<file path="src/rtl/adc_spi_control_if.sv">
// Pin and datapath bundle for the serial ADC controller.
// The master modport is the controller side; slave is the ADC/datapath side.
interface adc_spi_control_if;
  logic        iGO;
  logic        iDOUT;
  logic [2:0]  iCH;
  logic [11:0] odata;
  logic        oDIN;
  logic        oCS_n;
  logic        oSCLK;
  logic        en_data;

  modport master (
    input  iGO, iDOUT, iCH,
    output odata, oDIN, oCS_n, oSCLK, en_data
  );

  modport slave (
    output iGO, iDOUT, iCH,
    input  odata, oDIN, oCS_n, oSCLK, en_data
  );
endinterface

</file>
<file path="src/rtl/adc_spi_control.sv">
// SPI master for an 8-channel 12-bit ADC (16-SCLK frame): sends a 3-bit channel
// address on DIN and returns each 12-bit sample with a one-clock valid strobe.
module adc_spi_control #(
  parameter int SCLK_HALF = 8
) (
  input logic              iCLK,
  input logic              iRST,
  adc_spi_control_if.master bus
);

  localparam int CW = $clog2(2 * SCLK_HALF + 1);
  localparam logic [CW-1:0] HALF_LAST  = CW'(SCLK_HALF - 1);
  localparam logic [CW-1:0] QUIET_LAST = CW'(2 * SCLK_HALF - 1);

  typedef enum logic [1:0] {IDLE, SETUP, SHIFT, QUIET} state_t;

  state_t        state;
  logic [CW-1:0] cnt;
  logic [3:0]    bit_n;
  logic          phase_hi;
  logic [15:0]   shift_r;
  logic [2:0]    ch_r;
  logic          cs_n_r;
  logic          sclk_r;
  logic          din_r;
  logic [11:0]   data_r;
  logic          en_r;

  // Address bits ride in periods 2..4, MSB first; every other period sends zero.
  function automatic logic din_bit(input logic [3:0] n, input logic [2:0] ch);
    case (n)
      4'd2:    return ch[2];
      4'd3:    return ch[1];
      4'd4:    return ch[0];
      default: return 1'b0;
    endcase
  endfunction

  // NOTE: all state and outputs are registers updated with non-blocking
  // assignments, so every branch reads the pre-edge values consistently.
  always_ff @(posedge iCLK) begin
    if (iRST) begin
      state    <= IDLE;
      cnt      <= '0;
      bit_n    <= '0;
      phase_hi <= 1'b0;
      shift_r  <= '0;
      ch_r     <= '0;
      cs_n_r   <= 1'b1;
      sclk_r   <= 1'b1;
      din_r    <= 1'b0;
      data_r   <= '0;
      en_r     <= 1'b0;
    end else begin
      // NOTE: default-low each clock makes en_data a single-cycle strobe.
      en_r <= 1'b0;
      unique case (state)
        IDLE: begin
          cs_n_r   <= 1'b1;
          sclk_r   <= 1'b1;
          din_r    <= 1'b0;
          cnt      <= '0;
          bit_n    <= '0;
          phase_hi <= 1'b0;
          if (bus.iGO) begin
            ch_r   <= bus.iCH;
            cs_n_r <= 1'b0;
            state  <= SETUP;
          end
        end

        SETUP: begin
          if (cnt == HALF_LAST) begin
            cnt    <= '0;
            sclk_r <= 1'b0;
            din_r  <= din_bit(4'd0, ch_r);
            state  <= SHIFT;
          end else begin
            cnt <= cnt + 1'b1;
          end
        end

        SHIFT: begin
          if (cnt != HALF_LAST) begin
            cnt <= cnt + 1'b1;
          end else begin
            cnt <= '0;
            if (!phase_hi) begin
              // Rising SCLK edge: the ADC bit has been stable for a half period.
              sclk_r   <= 1'b1;
              phase_hi <= 1'b1;
              shift_r  <= {shift_r[14:0], bus.iDOUT};
              if (bit_n == 4'd15) begin
                data_r <= {shift_r[10:0], bus.iDOUT};
                en_r   <= 1'b1;
              end
            end else begin
              phase_hi <= 1'b0;
              if (bit_n == 4'd15) begin
                cs_n_r <= 1'b1;
                din_r  <= 1'b0;
                state  <= QUIET;
              end else begin
                bit_n  <= bit_n + 4'd1;
                sclk_r <= 1'b0;
                din_r  <= din_bit(bit_n + 4'd1, ch_r);
              end
            end
          end
        end

        QUIET: begin
          if (cnt == QUIET_LAST) begin
            cnt   <= '0;
            state <= IDLE;
          end else begin
            cnt <= cnt + 1'b1;
          end
        end

        default: state <= IDLE;
      endcase
    end
  end

  assign bus.oCS_n   = cs_n_r;
  assign bus.oSCLK   = sclk_r;
  assign bus.oDIN    = din_r;
  assign bus.odata   = data_r;
  assign bus.en_data = en_r;

endmodule

</file>
<file path="src/flat_wrapper.sv">
// flat-port wrapper written by rule: the top's interface ports become plain ports
module adc_spi_control_flat 
#(
  parameter int SCLK_HALF = 8
)
  (iCLK, iRST, bus_iGO, bus_iDOUT, bus_iCH, bus_odata, bus_oDIN, bus_oCS_n, bus_oSCLK, bus_en_data);
  adc_spi_control_if bus_i ();
  input logic iCLK;
  input logic iRST;
  input wire logic [$bits(bus_i.iGO)-1:0] bus_iGO;
  input wire logic [$bits(bus_i.iDOUT)-1:0] bus_iDOUT;
  input wire logic [$bits(bus_i.iCH)-1:0] bus_iCH;
  output wire logic [$bits(bus_i.odata)-1:0] bus_odata;
  output wire logic [$bits(bus_i.oDIN)-1:0] bus_oDIN;
  output wire logic [$bits(bus_i.oCS_n)-1:0] bus_oCS_n;
  output wire logic [$bits(bus_i.oSCLK)-1:0] bus_oSCLK;
  output wire logic [$bits(bus_i.en_data)-1:0] bus_en_data;
  assign bus_i.iGO = bus_iGO;
  assign bus_i.iDOUT = bus_iDOUT;
  assign bus_i.iCH = bus_iCH;
  assign bus_odata = bus_i.odata;
  assign bus_oDIN = bus_i.oDIN;
  assign bus_oCS_n = bus_i.oCS_n;
  assign bus_oSCLK = bus_i.oSCLK;
  assign bus_en_data = bus_i.en_data;
  adc_spi_control #(.SCLK_HALF(SCLK_HALF)) u_core (.iCLK(iCLK), .iRST(iRST), .bus(bus_i));
endmodule
</file>
<file path="config.mk">
export PLATFORM = sky130hd
export DESIGN_NAME = adc_spi_control_flat
export DESIGN_NICKNAME = d
export VERILOG_FILES = /design/src/rtl/adc_spi_control_if.sv /design/src/rtl/adc_spi_control.sv /design/src/flat_wrapper.sv
export SDC_FILE = /design/constraint.sdc
export NUM_CORES = 1
export LEC_CHECK = 0
export BUFFER_PORTS_ARGS = -buffer_cell sky130_fd_sc_hd__buf_2
export CAP_MARGIN = 20
export CORE_UTILIZATION = 58
export CTS_BUF_LIST = sky130_fd_sc_hd__clkbuf_4 sky130_fd_sc_hd__clkbuf_8
export CTS_CLUSTER_SIZE = 28
export DETAILED_ROUTE_END_ITERATION = 6
export MAX_ROUTING_LAYER = met4
export PLACE_DENSITY = 0.8
export SETUP_SLACK_MARGIN = 0.4
export SLEW_MARGIN = 30
export SYNTH_ARGS = -nofsm -noshare
export SYNTH_HDL_FRONTEND = slang
export SYNTH_SLANG_ARGS = --single-unit
</file>
<file path="constraint.sdc">
create_clock -name iCLK -period 2.07 [get_ports iCLK]
set_input_delay 0.414 -clock iCLK [delete_from_list [all_inputs] [get_ports iCLK]]
set_output_delay 0.414 -clock iCLK [all_outputs]
set_load 0.005 [all_outputs]
</file>
==> qor.txt <==
status: complete, no violations
Final Hold Viols: 0
Synthesized Nets: 242
Syn Inst Count: 224
Hold Path Origin: bus_iCH[0]
clk slew on worst S/H paths: 0.12 ns
VDD IR max: 0.595 mV
Die X: 58.3 µm
Seq pwr share: 46.1%
Starting DRT DRC Count: 100
Inserted Diodes: 0
CTS Hold Bufs: 0
r2r endpoint: u_core.state[0]
Die Ht: 58.3 µm
synthesis-to-layout area growth: 22.6%
FILL cells: 245
Pleak: 0.867 nW
reg-to-reg slack, setup: 0.33 ns
Starting Density: 60.8%
post-synthesis sequential area ratio: 45.7%
reg2reg path depth: 6
Logic pwr share: 26.7%
CP peak stage delay: 0.41 ns
met2 wire length: 1.74 mm
core area: 0.00303 mm²
CTS Root Cell: clkbuf_4
initial antenna violation count: 0
Worst setup SP type: register
Slew Limit Fails: 0
Min-Delay Path Class: primary input to register
PwrDens: 861 mW/mm²
Syn. warnings: 0
met3 WL: 130 µm
Core Rows: 20
via count: 1604
top sig layer: met4
sw power: 0.604 mW
Critical-path top delay cell: dfxtp_4
antenna viol nets, final: 0
vias in the first global route: 1315
slew of the pin with the lowest slew margin: 0.412 ns
WHS: 0.303 ns
Buffers on Ports: 22
cell internal pwr: 1.34 mW
Final Cycle Share: 84.2%
# H-tree levels: 2
Syn Area/Cell: 8.22 µm²
Cell variety after synth: 31
relative slew slack: 72.5%
max-cap viol count: 0
ys async rst share: 0%
post-route cell area: 0.00226 mm²
Overflow after GRT: 0
die area: 0.00340 mm²
final core utilization: 74.5%
crit end category: register
share of cells above drive strength 1: 26.3%
routability cong.: 0.820
Layout Nets: 272
Total Neg Setup Slack: 0 ns
Placed Area: 0.00202 mm²
Worst Path Arrival: 2.01 ns
CTS Sinks: 42
M1 WL: 1.70 mm
reg-to-reg startpoint: u_core.state[1]
Clock Latency Late Sink: 0.35 ns
TritonCTS clock tree: done
synthesized flop and latch total: 42
largest net degree at the start of global routing: 26
placed wire-length estimate after detailed placement: 2.40 mm
Final setup viols: 0
Max Freq: 0.574 GHz
WL per Instance: 12.2 µm
CTS buffer count: 5
WP data required: 2.33 ns
critical path class: register to register
Synth Flop Type: dfxtp_1
EDFF count, synth: 0
critical-path cell list: inv_4 -> ha_2 -> or2_4 -> a21o_1 -> or3_1 -> a21oi_1
Hold EP: u_core.ch_r[0]
RSZ-0062 raised after global routing: no
synthesized cell area: 0.00184 mm²
cell depth of the worst min-delay path: 3
Residual DRC: 0
GRT Util Overall: 23.2%
I/O pin count: 23
minimum clock period: 1.74 ns
Worst Clk Skew: 0.00848 ns
vias per cell: 5.36
Routed WL: 3.64 mm
DRT Pass-1 Iters: 4
Clock Tree Buf Depth: 2
clock power share: 27.2%
CP max FO: 5
first-pass GRT wire length: 5.81 mm
Switching Share: 31.0%
==> state kept, by name, summed over array words and instances, names as in the netlist <==
register / flops
u_core.bit_n: 4
u_core.bus.en_data: 1
u_core.bus.oCS_n: 1
u_core.bus.oDIN: 1
u_core.bus.oSCLK: 1
u_core.bus.odata: 12
u_core.ch_r: 3
u_core.cnt: 5
u_core.phase_hi: 1
u_core.shift_r: 11
u_core.state: 2
==> worst max-delay path: cells and delay by family (launching register included) <==
kind,cells,cell delay [ns]
fa+ha+maj,1,0.16
compound gates,2,0.42
simple gates,2,0.65
buf+inv,1,0.04
flops,1,0.41
==> cell usage after synthesis, drive strengths merged (3+ instances only) <==
library cell   n  area share, %
nor2          12            2.4
inv            9            1.8
mux2           3            1.8
ha            11            7.5
clkbuf         8            1.6
nand2         47            9.6
nand3          8            2.4
nor3           7            2.2
buf            3           0.82
a21oi         32            8.7
nand2b         3            1.0
dfxtp         42             46
o21ai         16            4.4
==> cell usage in the layout (no fill, tap or decap), types with 2 or more instances in the layout <==
cell      netlist  routed
clkbuf_4        0       5
buf_2           3      22
nor3_1          6       5
buf_4           0       9
o21ai_0        16      15
a21o_1          2       2
dfxtp_1        42      36
mux2_2          3       3
inv_1           9       6
nand2b_1        3       3
nor2_1         12      12
dfxtp_4         0       4
ha_2            0       2
dfxtp_2         0       2
nand3_1         7       6
inv_2           0       2
or3_1           2       2
a21oi_1        32      32
ha_4            0       4
nand2_1        47      47
xor2_1          2       2
a211oi_1        2       2
ha_1           11       5
mux2i_1         2       2
buf_6           0       2
and3_1          2       2
==> power groups by stage <==
stage,combinational [mW],clock [mW],sequential (mW)
6_report,0.519,0.529,0.896
5_1_grt,0.577,0.585,0.901
2_1_floorplan,0.329,0,0.890
4_1_cts,0.445,0.543,0.887
3_5_place_dp,0.415,0,0.898
3_3_place_gp,0.412,0,0.896
==> per-layer routing <==
metal	GRT usage, %	vias up
li1	-	827
met1	28.8	736
met2	36.1	34
met3	6.15	7
met4	8.84	0
met5	-	-
==> logic make-up (layout without fill, tap and decap cells) <==
kind of cell | count (synthesis) | after routing | share of synthesized area [%]
AND/OR/NAND/NOR | 85 | 85 | 20.7
AO/OA/AOI/OAI | 59 | 59 | 18.0
flip-flops | 42 | 42 | 45.7
buffers and inverters | 20 | 51 | 4.28
adder cells (fa/ha/maj) | 11 | 11 | 7.48
multiplexers | 5 | 5 | 2.92
XOR/XNOR | 2 | 2 | 0.952
==> metrics by stage <==
stage                     total power [mW]  std cells  worst slack [ns]
after floorplan                       1.22        224             0.410
after global placement                1.31        286             0.262
after detailed placement              1.31        286             0.139
after CTS                             1.88        295             0.405
after global routing                  2.06        299             0.279
final                                 1.94        299             0.326
==> worst max path at each step <==
stage,end,from
global route,u_core.state[0],u_core.cnt[0]
CTS,u_core.state[0],u_core.state[0]
finish,u_core.state[0],u_core.state[1]
global placement,u_core.bit_n[1],u_core.cnt[0]
floorplan,u_core.state[0],u_core.state[0]
detailed placement,u_core.bit_n[3],u_core.cnt[0]
==> area by class of cell <==
class	instances	area [µm²]	share of cell area (%)
clock inverter	3	43.8	1.94
multi-input combinational	162	1020	45.2
sequential	42	858	38.0
inverter	9	36.3	1.61
clock buffer	5	37.5	1.66
tap	44	55.1	2.44
timing repair buffer	34	205	9.09
==> what timing repair did <==
action	in CTS	in global routing
setup buffers	1	4
resized for setup	16	17
pin swaps	2	6
setup endpoints to repair	30	6
Note: power is estimated with default switching activity, not from simulation.
